[config.mk]
export PLATFORM = sky130hd
export DESIGN_NAME = elastic_pipe_reg
export DESIGN_NICKNAME = d
export VERILOG_FILES = /design/src/rtl/pipe_pkg.sv /design/src/rtl/ring_ptr.sv /design/src/rtl/elastic_pipe_reg.sv
export SDC_FILE = /design/constraint.sdc
export NUM_CORES = 1
export LEC_CHECK = 0
export CORE_MARGIN = 1
export CORE_UTILIZATION = 49
export DETAILED_ROUTE_END_ITERATION = 10
export GPL_ROUTABILITY_DRIVEN = 0
export PLACE_DENSITY = 0.78
export RECOVER_POWER = 100
export SYNTH_ARGS = -nofsm -noshare
export SYNTH_HDL_FRONTEND = slang
export SYNTH_HIERARCHICAL = 1
export SYNTH_SLANG_ARGS = --single-unit
[constraint.sdc]
create_clock -name clk -period 9.7 [get_ports clk]
set_input_delay 1.455 -clock clk [delete_from_list [all_inputs] [get_ports clk]]
set_output_delay 1.455 -clock clk [all_outputs]
set_load 0.03 [all_outputs]
[src/rtl/pipe_pkg.sv]
// pipe_pkg: shared definitions for the CPU inter-stage elastic pipeline registers.
//   cnt_w(depth)  - width of an occupancy counter able to hold 0..depth
//   ptr_w(depth)  - width of an index into a depth-entry buffer (at least 1 bit)
//   DEFAULT_*     - default payload width / depth of a stage register
//   *_WIDTH       - payload widths of the four CPU stage boundaries
package pipe_pkg;

    localparam int unsigned DEFAULT_WIDTH = 32;
    localparam int unsigned DEFAULT_DEPTH = 2;

    // Stage boundary payloads: control and data fields concatenated
    localparam int unsigned IF_ID_WIDTH  = 64;   // pc, instruction
    localparam int unsigned ID_EX_WIDTH  = 150;  // pc, rs1/rs2 data, imm, rd, ctrl
    localparam int unsigned EX_MEM_WIDTH = 106;  // alu result, store data, rd, ctrl
    localparam int unsigned MEM_WB_WIDTH = 72;   // wb data, rd, ctrl

    localparam int unsigned IF_ID_DEPTH  = DEFAULT_DEPTH;
    localparam int unsigned ID_EX_DEPTH  = DEFAULT_DEPTH;
    localparam int unsigned EX_MEM_DEPTH = DEFAULT_DEPTH;
    localparam int unsigned MEM_WB_DEPTH = DEFAULT_DEPTH;

    function automatic int unsigned cnt_w(input int unsigned depth);
        return $clog2(depth + 1);
    endfunction

    // A one-entry buffer still needs a 1-bit pointer to form a legal vector
    function automatic int unsigned ptr_w(input int unsigned depth);
        return (depth <= 1) ? 1 : $clog2(depth);
    endfunction

endpackage

[src/rtl/ring_ptr.sv]
// ring_ptr: modulo-DEPTH pointer with increment and clear.
//   clk  - clock
//   rst  - synchronous active-low reset (pointer to 0)
//   clr  - return pointer to 0 on the next edge (wins over inc)
//   inc  - advance pointer by one, wrapping DEPTH-1 -> 0
//   ptr  - current pointer value
module ring_ptr
    import pipe_pkg::*;
#(
    parameter int unsigned DEPTH = DEFAULT_DEPTH
) (
    input  logic                      clk,
    input  logic                      rst,
    input  logic                      clr,
    input  logic                      inc,
    output logic [ptr_w(DEPTH)-1:0]   ptr
);

    localparam int unsigned PTR_W = ptr_w(DEPTH);
    localparam logic [PTR_W-1:0] LAST = PTR_W'(DEPTH - 1);

    logic [PTR_W-1:0] ptr_q, ptr_d;

    // Explicit compare against the last slot so non-power-of-two depths wrap correctly
    always_comb begin
        ptr_d = ptr_q;
        if (clr) begin
            ptr_d = '0;
        end else if (inc) begin
            ptr_d = (ptr_q == LAST) ? '0 : ptr_q + PTR_W'(1);
        end
    end

    always_ff @(posedge clk) begin
        if (!rst) begin
            ptr_q <= '0;
        end else begin
            ptr_q <= ptr_d;
        end
    end

    assign ptr = ptr_q;

endmodule

[src/rtl/elastic_pipe_reg.sv]
// elastic_pipe_reg: WIDTH-bit, DEPTH-entry elastic pipeline register (ring buffer)
// with valid/ready handshakes on both sides and a squash (flush) input.
//   clk, rst            - clock, synchronous active-low reset
//   in_valid/in_ready   - upstream handshake, in_data is the payload
//   out_valid/out_ready - downstream handshake, out_data is the head entry
//   flush               - drop all held entries on the next edge
//   count               - current occupancy
// Build option: define ELASTIC_BYPASS_EN to add a zero-latency combinational path
// from in_data to out_data when the buffer is empty and downstream is ready.
module elastic_pipe_reg
    import pipe_pkg::*;
#(
    parameter int unsigned WIDTH = DEFAULT_WIDTH,
    parameter int unsigned DEPTH = DEFAULT_DEPTH
) (
    input  logic                      clk,
    input  logic                      rst,
    input  logic                      in_valid,
    output logic                      in_ready,
    input  logic [WIDTH-1:0]          in_data,
    output logic                      out_valid,
    input  logic                      out_ready,
    output logic [WIDTH-1:0]          out_data,
    input  logic                      flush,
    output logic [cnt_w(DEPTH)-1:0]   count
);

    localparam int unsigned CNT_W = cnt_w(DEPTH);
    localparam int unsigned PTR_W = ptr_w(DEPTH);
    localparam logic [CNT_W-1:0] FULL = CNT_W'(DEPTH);

    logic [WIDTH-1:0] mem [DEPTH];
    logic [PTR_W-1:0] wr_ptr, rd_ptr;
    logic [CNT_W-1:0] count_q, count_d;
    logic             buf_valid;
    logic             bypass;
    logic             push, pop;

    assign buf_valid = (count_q != '0);
    // Ready depends only on occupancy, so a full buffer never takes a push alongside a pop
    assign in_ready  = rst && (count_q < FULL);

`ifdef ELASTIC_BYPASS_EN
    assign bypass    = rst && !buf_valid && in_valid && out_ready && !flush;
    assign out_valid = buf_valid || bypass;
    assign out_data  = bypass ? in_data : mem[rd_ptr];
`else
    assign bypass    = 1'b0;
    assign out_valid = buf_valid;
    assign out_data  = mem[rd_ptr];
`endif

    // A bypassed entry is a push and pop that cancel: nothing touches the array
    assign push = in_valid && in_ready && !bypass;
    assign pop  = buf_valid && out_ready;

    always_comb begin
        count_d = count_q;
        if (flush) begin
            count_d = '0;
        end else if (push && !pop) begin
            count_d = count_q + CNT_W'(1);
        end else if (pop && !push) begin
            count_d = count_q - CNT_W'(1);
        end
    end

    always_ff @(posedge clk) begin
        if (!rst) begin
            count_q <= '0;
        end else begin
            count_q <= count_d;
        end
    end

    // Flush leaves array contents alone; only reset zeroes them
    always_ff @(posedge clk) begin
        if (!rst) begin
            for (int i = 0; i < int'(DEPTH); i++) begin
                mem[i] <= '0;
            end
        end else if (push && !flush) begin
            mem[wr_ptr] <= in_data;
        end
    end

    ring_ptr #(
        .DEPTH (DEPTH)
    ) u_wr_ptr (
        .clk (clk),
        .rst (rst),
        .clr (flush),
        .inc (push),
        .ptr (wr_ptr)
    );

    ring_ptr #(
        .DEPTH (DEPTH)
    ) u_rd_ptr (
        .clk (clk),
        .rst (rst),
        .clr (flush),
        .inc (pop),
        .ptr (rd_ptr)
    );

    assign count = count_q;

endmodule

==> results.md, run 1 <==
- Post-Syn Nets: 236
- Non-Filler Instances: 355
- Max H-tree Level: 3
- Slew HR: -5.25%
- Via/cell ratio: 5.02
- Top post-synthesis cells by count: and2_1, edfxtp_1, mux2_1
- Highest clock rate: 220 MHz
- Prevailing post-synth register cell: edfxtp_1
- Initial antenna violation count: 0
- Sw Ratio: 22.9%
- Mapped Area: 0.00303 mm2
- First-pass iteration count of the detailed router: 4
- XOR/XNOR Fraction of Synth Area: 1.16%
- Fraction of layout cells with a size suffix above 1: 10.4%
- Period utilization: 46.9%
- Largest net degree at the start of global routing: 34
- Max Clock Skew: 0.00640 ns
- Initial Utilization: 50.9%
- Vias in the first global route: 1854
- Initial drt markers: 71
- Worst vdd ir: 134 uV
- Root buf cell: clkbuf_8
- Clk slew on worst S/H paths: 0.08 ns
- First-pass GRT wire length: 8.49 mm
- Core Area: 0.00596 mm2
- Hold Crit Class: reg -> reg
- Setup Fix Bufs, Post-CTS: 0
- Critical-path maximum fanout: 6
- DIE HEIGHT: 80.7 um
- DPL Wire Length: 3.42 mm
- Die area: 0.00651 mm2
- Post-Syn Area per Cell: 15.3 um2
- Fin. Hold Viols: 0
- Dominant combinational cell family by area after synthesis: simple AND/OR/NAND/NOR gates
- CTS Sinks: 68
- RSZ-0062 raised after global routing: false
- IO Port Bufs: 72
- Status: complete, but fails checks
- Crit path arrival time: 3.10 ns
- DP Cell Count: 339
- Post-synthesis compound-gate area fraction: 0.908%
- Violations in the final reports: capacitance limit, slew limit
- Category of the most critical setup path: in -> out
- Final ANT Viol Nets: 0
- Post-synthesis mux area share: 11.9%
- CTS tree: done
- Area delta synth->final: 32.2%
- Worst path required time: 8.25 ns
- Combinational Power Share: 12.0%
- Worst slew pin tran: 1.58 ns
- Fin Hold WS: 0.560 ns
- Setup_tns: 0 ns
- Distinct cells, synth: 24
- Synth Instances: 198
- Area after DPL: 0.00381 mm2
- Die width: 80.7 um
- Total CTS buffers: 9
- Synth top area cells: edfxtp_1, and2_1, mux2_1
- # diodes: 0
- CP startpoint kind: primary input
- FF+latch count, synth: 68
- Fraction of synthesized cell area taken by the top area cell type: 63.4%
- Total gr overflow: 0
- IO Pins: 73
- Clk buf depth: 2
- Gr usage total: 18.2%
- Clock share of power: 39.9%
- Post-synth EDFFs: 64
- Fin area: 0.00401 mm2
- Hold_buf cts: 0
- Post_cts resized: 0
- Yosys top cell by area: edfxtp_1
- Crit path time final: 4.55 ns
- Share of flip-flops with an asynchronous set or reset: 0%
- Leakage: 1.54 nW
- Slew Viols, Final: 34
- Crit end category: primary output
- DRC: 0
- Final nets: 313
- Final setup violation count: 0
- Synthesis Warnings: 6
- Wire per inst: 14.7 um
- Via Count: 1782
- PwrDens: 178 mW/mm2
- Final WL: 5.22 mm
- Sequential area share after synthesis: 66.0%
- Max Cap Viol: 1
- Row count: 28
- Power Internal: 0.000549 W
- Seq pwr share: 48.1%
- Post-Synth Simple-Gate Area: 16.3%
- Adder-cell share of the synthesized area: 0.413%
- Clock Latency Late Sink: 0.33 ns
- Switching pwr: 0.000163 W
==> logic make-up (layout without fill, tap and decap cells) <==
| logic type | count (synthesis) | in the layout |
|---|---|---|
| compound gates | 4 | 4 |
| xor+xnor | 4 | 4 |
| fa+ha+maj | 1 | 1 |
| buf+inv | 14 | 96 |
| flops | 68 | 68 |
| mux | 32 | 32 |
| simple gates | 75 | 75 |
==> cell usage in the layout, fill, tap and decap left out, types with 3 or more instances in the layout <==
master / Yosys / final
bufinv_16: 0 / 3
clkdlybuf4s50_1: 0 / 34
dfxtp_1: 4 / 4
edfxtp_1: 64 / 64
mux2_1: 22 / 22
clkbuf_1: 1 / 4
inv_1: 3 / 3
and2_1: 64 / 35
clkbuf_8: 0 / 9
mux2_2: 10 / 10
dlygate4sd3_1: 0 / 38
and2_0: 0 / 30
==> critical path: stages <==
cell and delay (ns):
dlygate4sd3_1 0.63, nor2b_1 0.24, dlygate4sd3_1 0.77
==> routing by layer <==
| metal | vias up | GRT usage (%) | share of wire, % | wire [um] |
|---|---|---|---|---|
| li1 | 855 | - | - | - |
| met1 | 874 | 20.5 | 41 | 2120 |
| met2 | 44 | 31.7 | 54 | 2800 |
| met3 | 9 | 3.86 | 3.2 | 165 |
| met4 | 0 | 10.5 | 2.4 | 127 |
| met5 | - | 0 | 0 | 0 |
==> cell type report <==
type                       instances  area, um2
timing repair buffer              76        736
tap                               75       93.8
fill                             455       1950
sequential                        68       2000
clock buffer                       9        124
multi-input combinational        116        915
inverter                           4       15.0
clock inverter                     7        123
==> power groups by stage <==
| stage | logic (W) | clock network [W] | registers [W] |
|---|---|---|---|
| finish | 0.0000857 | 0.000284 | 0.000342 |
| global route | 0.0000919 | 0.000302 | 0.000344 |
| CTS | 0.0000939 | 0.000289 | 0.000343 |
| detailed placement | 0.0000935 | 0 | 0.000349 |
| global placement | 0.0000926 | 0 | 0.000348 |
| floorplan | 0.0000499 | 0 | 0.000349 |
==> through the flow <==
stage | total power [W] | util [%] | setup slack, ns
after floorplan | 0.000399 | - | 4.30
after global placement | 0.000441 | 63.9 | 5.33
after detailed placement | 0.000443 | 63.9 | 5.30
after CTS | 0.000726 | 68.0 | 5.29
after global routing | 0.000738 | 67.3 | 5.09
final | 0.000712 | 67.3 | 5.15
==> state kept, by name (all words and copies together) (netlist names) <==
| register | count |
|---|---|
| u_wr_ptr/ptr | 1 |
| mem | 64 |
| u_rd_ptr/ptr | 1 |
| count | 2 |
==> final timing paths <==
kind	from	endpoint	slack, ns	depth (start not counted)
hold / removal	count[1]$_SDFFE_PP0P_	count[1]$_SDFFE_PP0P_	0.56	2
hold reg to reg	count[1]$_SDFFE_PP0P_	count[1]$_SDFFE_PP0P_	0.56	2
setup reg to reg	count[1]$_SDFFE_PP0P_	mem[0][2]$_SDFFCE_PN0P_	7.65	2
setup / recovery	rst	in_ready	5.15	3
No activity file was read; power rests on OpenSTA's default activity.
==> run 2, diff against run 1 <==
Settings changed: CORE_UTILIZATION 49 to 44, PLACE_DENSITY 0.78 to 0.74.
Clock period 9.7 ns to 3.9 ns, I/O delays scaled along.
==> run 2 against run 1 <==
Net effect: the run now ends clean; clock power is 110% higher; die area is 11% higher; sequential power is 150% higher; global-route usage is 1.5 points lower; clock skew is 0.0014 ns lower; core utilization is 6.1 points lower; first-iteration DRC count is 54% higher; power is 130% higher; highest routed layer unchanged.
==> results.md, run 2 (synthesized netlist as in run 1, its figures left out) <==
- Clk buf depth: 2 (unchanged)
- Category of the most critical setup path: reg -> out
- Gr usage total: 16.7% (-1.5 points)
- Final setup violation count: 0 (unchanged)
- Vias in the first global route: 1971 (+6.3%)
- Seq pwr share: 51.0% (+2.9 points)
- Commonest non-fill, non-tap cell in the layout: edfxtp_1
- Die width: 85.0 um (+5.4%)
- Reg2reg setup slack: 1.74 ns (-5.91 ns)
- Hold_buf cts: 0 (unchanged)
- RSZ-0062 raised after global routing: false
- Clock share of power: 36.1% (-3.8 points)
- Biggest register: mem
- Filler cells: 525 (+15%)
- Worst path required time: 3.31 ns (-4.94 ns)
- DRC: 0 (unchanged)
- First-pass GRT wire length: 9.02 mm (+6.3%)
- Fin Hold WS: 0.558 ns (-0.00220 ns)
- Worst path slowest cell: dfxtp_2
- Core Area: 0.00649 mm2 (+9.1%)
- Highest clock rate: 343 MHz
- Non-Filler Instances: 357 (+0.56%)
- Crit Reg-Reg Startpoint: count[1]$_SDFFE_PP0P_
- CTS Sinks: 68 (unchanged)
- Post_cts resized: 0 (unchanged)
- Final nets: 313 (unchanged)
- Initial Utilization: 46.7% (-4.2 points)
- IO Pins: 73 (unchanged)
- Slew Viols, Final: 0 (-100%)
- Crit end category: primary output
- Via/cell ratio: 4.96 (-1.1%)
- Final ANT Viol Nets: 0 (unchanged)
- Largest net degree at the start of global routing: 34 (unchanged)
- Slew HR: 20.9% (+26 points)
- IO Port Bufs: 72 (unchanged)
- Root buf cell: clkbuf_8
- Register-to-Register Path Depth: 2 (unchanged)
- Period utilization: 74.8%
- DP Cell Count: 341 (+0.59%)
- WP depth: 2 (-1)
- Crit path from: u_rd_ptr/ptr$_SDFFE_PP0P_
- Final WL: 5.40 mm (+3.6%)
- Leakage: 1.53 nW (-1.0%)
- Hold Crit Class: reg -> reg
- WP buf/inv: 1 (-1)
- Initial antenna violation count: 0 (unchanged)
- Critical path destination: out_data[3]
- Crit path time final: 2.92 ns
- Clock Latency Late Sink: 0.33 ns (about the same)
- Crit path arrival time: 2.33 ns (-0.77 ns)
- Status: finished, final reports clean
- Via Count: 1772 (-0.56%)
- Max H-tree Level: 3 (unchanged)
- Sw Ratio: 22.8% (-0.090 points)
- Worst vdd ir: 225 uV (+67%)
- Setup Fix Bufs, Post-CTS: 0 (unchanged)
- Power Internal: 0.00129 W (+130%)
- Area delta synth->final: 31.0%
- Hold Path Depth: 2 (unchanged)
- Total CTS buffers: 9 (unchanged)
- CP cell instances: mux2_2 > dlygate4sd3_1
- Max incr delay on CP: 0.87 ns (+0.10 ns)
- PwrDens: 420 mW/mm2 (+140%)
- Total gr overflow: 0 (unchanged)
- Fraction of layout cells with a size suffix above 1: 10.0% (-0.36 points)
- CP startpoint kind: flop
- Worst slew pin tran: 1.19 ns (-0.390 ns)
- Row count: 29 (+3.6%)
- Final Util: 61.1% (-6.1 points)
- Combinational Power Share: 12.9% (+0.9 points)
- Max Cap Viol: 0 (-1)
- DPL Wire Length: 3.42 mm (about the same)
- Max Clock Skew: 0.00501 ns (-0.00139 ns)
- Most frequent cells in the layout: edfxtp_1, dlygate4sd3_1, and2_0
- Fin. Hold Viols: 0 (unchanged)
- Delay-heaviest family, CP: flip-flops
- First-pass iteration count of the detailed router: 4 (unchanged)
- Switching pwr: 0.000381 W (+130%)
- Wire per inst: 15.1 um (+3.0%)
- Critical-path maximum fanout: 33 (+27)
- CTS tree: done
- FF-to-FF End: mem[0][4]$_SDFFCE_PN0P_
- # diodes: 0 (unchanged)
- Clk slew on worst S/H paths: 0.07 ns (about the same)
- DIE HEIGHT: 85.0 um (+5.4%)
- Die area: 0.00723 mm2 (+11%)
- Pwr Total: 0.00167 W (+130%)
- Initial drt markers: 109 (+54%)
- Largest register FFs: 64 (unchanged)
## run 2: cell count changes in the layout (fill, tap and decap cells not counted), sizes merged
cell / before / now
bufinv: 3 / 2
clkinvlp: 2 / 0
clkinv: 0 / 5
inv: 6 / 4
## run 2: area by class of cell
type | count | area (um2) | share of cell area [%]
timing repair buffer | 76 | 736 | 18.5
sequential | 68 | 2000 | 50.4
clock buffer | 9 | 124 | 3.12
tap | 77 | 96.3 | 2.43
multi-input combinational | 116 | 916 | 23.1
clock inverter | 7 | 81.3 | 2.05
inverter | 4 | 15.0 | 0.378
## run 2: worst reg2reg max path, stage by stage (launching register included)
cell and delay, ns:
dfxtp_1 0.36, o41ai_1 0.48, clkbuf_1 0.92
## run 2: power by group through the flow
stage,Sequential (W),Clock (W),Combinational (W)
global placement,0.000866,0,0.000231
detailed placement,0.000868,0,0.000234
finish,0.000852,0.000602,0.000215
CTS,0.000852,0.000615,0.000235
floorplan,0.000867,0,0.000124
global route,0.000856,0.000649,0.000229
## run 2: worst min-delay path by stage
stage	startpoint	end	slack, ns
2_1_floorplan	u_rd_ptr/ptr$_SDFFE_PP0P_	u_rd_ptr/ptr$_SDFFE_PP0P_	0.54
3_3_place_gp	count[0]$_SDFFE_PP0P_	count[0]$_SDFFE_PP0P_	0.55
3_5_place_dp	count[0]$_SDFFE_PP0P_	count[0]$_SDFFE_PP0P_	0.56
4_1_cts	count[0]$_SDFFE_PP0P_	count[0]$_SDFFE_PP0P_	0.57
5_1_grt	count[0]$_SDFFE_PP0P_	count[0]$_SDFFE_PP0P_	0.61
6_report	count[0]$_SDFFE_PP0P_	count[0]$_SDFFE_PP0P_	0.56
## run 2: metal layers
| layer | share of wire (%) | vias up | global-route usage (%) |
|---|---|---|---|
| li1 | - | 856 | - |
| met1 | 40 | 857 | 18.8 |
| met2 | 54 | 50 | 29.5 |
| met3 | 3.9 | 9 | 3.79 |
| met4 | 2.1 | 0 | 9.09 |
| met5 | 0 | - | 0 |
## run 2: metrics by stage
| stage | cell area [um2] | setup slack (ns) | setup TNS, ns |
|---|---|---|---|
| finish | 3970 | 0.983 | 0 |
| floorplan | 3030 | -0.625 | -40.01 |
| global placement | 3810 | 1.27 | 0 |
| global route | 3970 | 0.873 | 0 |
| detailed placement | 3810 | 1.23 | 0 |
| CTS | 4010 | 1.03 | 0 |
==> run 3, diff against run 2 <==
Clock period 3.9 ns to 2.67 ns, I/O delays scaled along.
==> run 3 against run 2 <==
Net effect: clock power rose by 45%; critical endpoint is now out_data[5]; global-route usage fell by 0.91 points; critical path type unchanged; highest routed layer unchanged; critical path depth rose by 1.
==> results.md, run 3 (synthesized netlist as in run 1, its figures left out) <==
- Status: finished, final reports clean
- RSZ-0062 raised after global routing: false
- Worst slack at placement: 0.525 ns (-0.706 ns)
- Total gr overflow: 0 (unchanged)
- Crit path from: u_rd_ptr/ptr$_SDFFE_PP0P_
- First-pass GRT wire length: 8.40 mm (-6.8%)
- Clk slew on worst S/H paths: 0.07 ns (about the same)
- Gr usage total: 15.8% (-0.91 points)
- Area delta synth->final: 32.0%
- Root buf cell: clkbuf_8
- Clk buf depth: 2 (unchanged)
- IO Pins: 73 (unchanged)
- Row count: 29 (unchanged)
- WP buf/inv: 2 (+1)
- DIE HEIGHT: 85.0 um (unchanged)
- Post_cts resized: 0 (unchanged)
- Worst vdd ir: 427 uV (+90%)
- CP cell instances: buf_12 > mux2_1 > dlygate4sd3_1
- Largest net degree at the start of global routing: 33 (-2.9%)
- FF-to-FF End: mem[1][23]$_SDFFCE_PN0P_
- Crit end category: primary output
- Crit path time final: 2.49 ns
- Final nets: 315 (+0.64%)
- Slew Viols, Final: 0 (unchanged)
- Hold Crit Class: reg -> reg
- Crit path arrival time: 2.09 ns (-0.24 ns)
- Highest clock rate: 401 MHz
- Fraction of layout cells with a size suffix above 1: 11.7% (+1.7 points)
- DPL Wire Length: 3.50 mm (+2.2%)
- Die area: 0.00723 mm2 (unchanged)
- Fin. Hold Viols: 0 (unchanged)
- Initial Utilization: 46.7% (unchanged)
- First-pass iteration count of the detailed router: 4 (unchanged)
- Period utilization: 93.3%
- Hold Path Origin: count[0]$_SDFFE_PP0P_
- Max incr delay on CP: 0.68 ns (-0.19 ns)
- DRC: 0 (unchanged)
- Pwr Total: 0.00244 W (+46%)
- Total CTS buffers: 9 (unchanged)
- Reg2reg setup slack: 0.83 ns (-0.91 ns)
- Delay-heaviest family, CP: buffers and inverters
- Max H-tree Level: 3 (unchanged)
- Hold_buf cts: 0 (unchanged)
- Most frequent cells in the layout: edfxtp_1, clkdlybuf4s50_1, and2_1
- Wire per inst: 14.7 um (-3.1%)
- End point of the worst hold path: count[0]$_SDFFE_PP0P_
- Slew HR: 34.9% (+14 points)
- Max Clock Skew: 0.00367 ns (-0.00135 ns)
- Biggest register: mem
- Vias in the first global route: 1795 (-8.9%)
- Setup ws final: 0.178 ns (-0.804 ns)
- Category of the most critical setup path: reg -> out
- Final WL: 5.27 mm (-2.6%)
- Final ANT Viol Nets: 0 (unchanged)
- Final setup violation count: 0 (unchanged)
- Worst path slowest cell: dlygate4sd3_1
- Crit Reg-Reg Startpoint: count[1]$_SDFFE_PP0P_
- Clock Latency Late Sink: 0.33 ns (about the same)
- Filler cells: 519 (-1.1%)
- Setup Fix Bufs, Post-CTS: 0 (unchanged)
- Largest register FFs: 64 (unchanged)
- Register-to-Register Path Depth: 3 (+1)
- Setup_tns: 0 ns (unchanged)
- Commonest non-fill, non-tap cell in the layout: edfxtp_1
- Hold Path Depth: 2 (unchanged)
- # diodes: 0 (unchanged)
- Via/cell ratio: 4.95 (-0.22%)
- IO Port Bufs: 72 (unchanged)
- Via Count: 1778 (+0.34%)
- PwrDens: 611 mW/mm2 (+45%)
- CTS Sinks: 68 (unchanged)
- Leakage: 1.53 nW (about the same)
- WP depth: 3 (+1)
- Worst path required time: 2.27 ns (-1.04 ns)
- Initial drt markers: 66 (-39%)
- Initial antenna violation count: 0 (unchanged)
- Worst slew pin tran: 0.977 ns (-0.210 ns)
- CTS tree: done
- Max Cap Viol: 0 (unchanged)
- Core Area: 0.00649 mm2 (unchanged)
- CP startpoint kind: flop
- Critical-path maximum fanout: 22 (-33%)
- Die width: 85.0 um (unchanged)
==> run 3: cell types whose count changed in the layout (fill, tap and decap cells not counted) <==
cell,previous run,this run
clkbuf_2,0,2
clkdlybuf4s50_1,34,56
clkinv_2,2,3
dlygate4sd3_1,38,16
buf_12,0,1
or2_1,1,0
or2_0,0,1
and2_1,27,44
and2_0,37,20
clkinv_1,3,1
clkbuf_1,4,3
buf_4,0,1
==> run 3: final cells by class <==
class / instances / area (um2) / area share (%)
repair buffers: 78 / 766 / 19.1
clock buffers: 10 / 128 / 3.19
flip-flops and latches: 68 / 2000 / 50.0
well taps: 77 / 96.3 / 2.41
multi-input cells: 116 / 916 / 22.9
clock inverters: 6 / 78.8 / 1.97
inverters: 4 / 15.0 / 0.375
==> run 3: worst max path at each step <==
| stage | end |
|---|---|
| 2_1_floorplan | mem[1][0]$_SDFFCE_PN0P_ |
| 3_3_place_gp | in_ready |
| 3_5_place_dp | in_ready |
| 4_1_cts | out_data[31] |
| 5_1_grt | out_data[5] |
| 6_report | out_data[5] |
==> run 3: report_power, final <==
part | leakage [nW] | switching [W] | internal, W
clock | 0.107 | 0.000354 | 0.000518
sequential | 0.703 | 0.0000169 | 0.00123
combinational | 0.715 | 0.000175 | 0.000155
total | 1.53 | 0.000546 | 0.00190
==> run 3: metrics by stage <==
| step | instance area [um2] | hold slack, ns | util [%] | cells |
|---|---|---|---|---|
| final | 4000 | 0.574 | 61.6 | 359 |
| after global routing | 4000 | 0.627 | 61.6 | 359 |
| after CTS | 4070 | 0.578 | 62.6 | 359 |
| after detailed placement | 3860 | 0.569 | 59.4 | 343 |
| after global placement | 3860 | 0.557 | 59.4 | 343 |
| after floorplan | 3050 | 0.470 | - | 198 |
==> run 3: worst min-delay path, stage by stage, from the launching register on <==
cell     delay, ns
dfxtp_1       0.35
xor2_1        0.14
nor2_1        0.05
==> run 3: metal layers <==
metal | track usage [%] | up-vias | wire length, um
met5 | 0 | - | 0
met4 | 5.86 | 0 | 103
met3 | 7.00 | 10 | 271
met2 | 27.9 | 55 | 2810
met1 | 16.6 | 857 | 2080
li1 | - | 856 | -
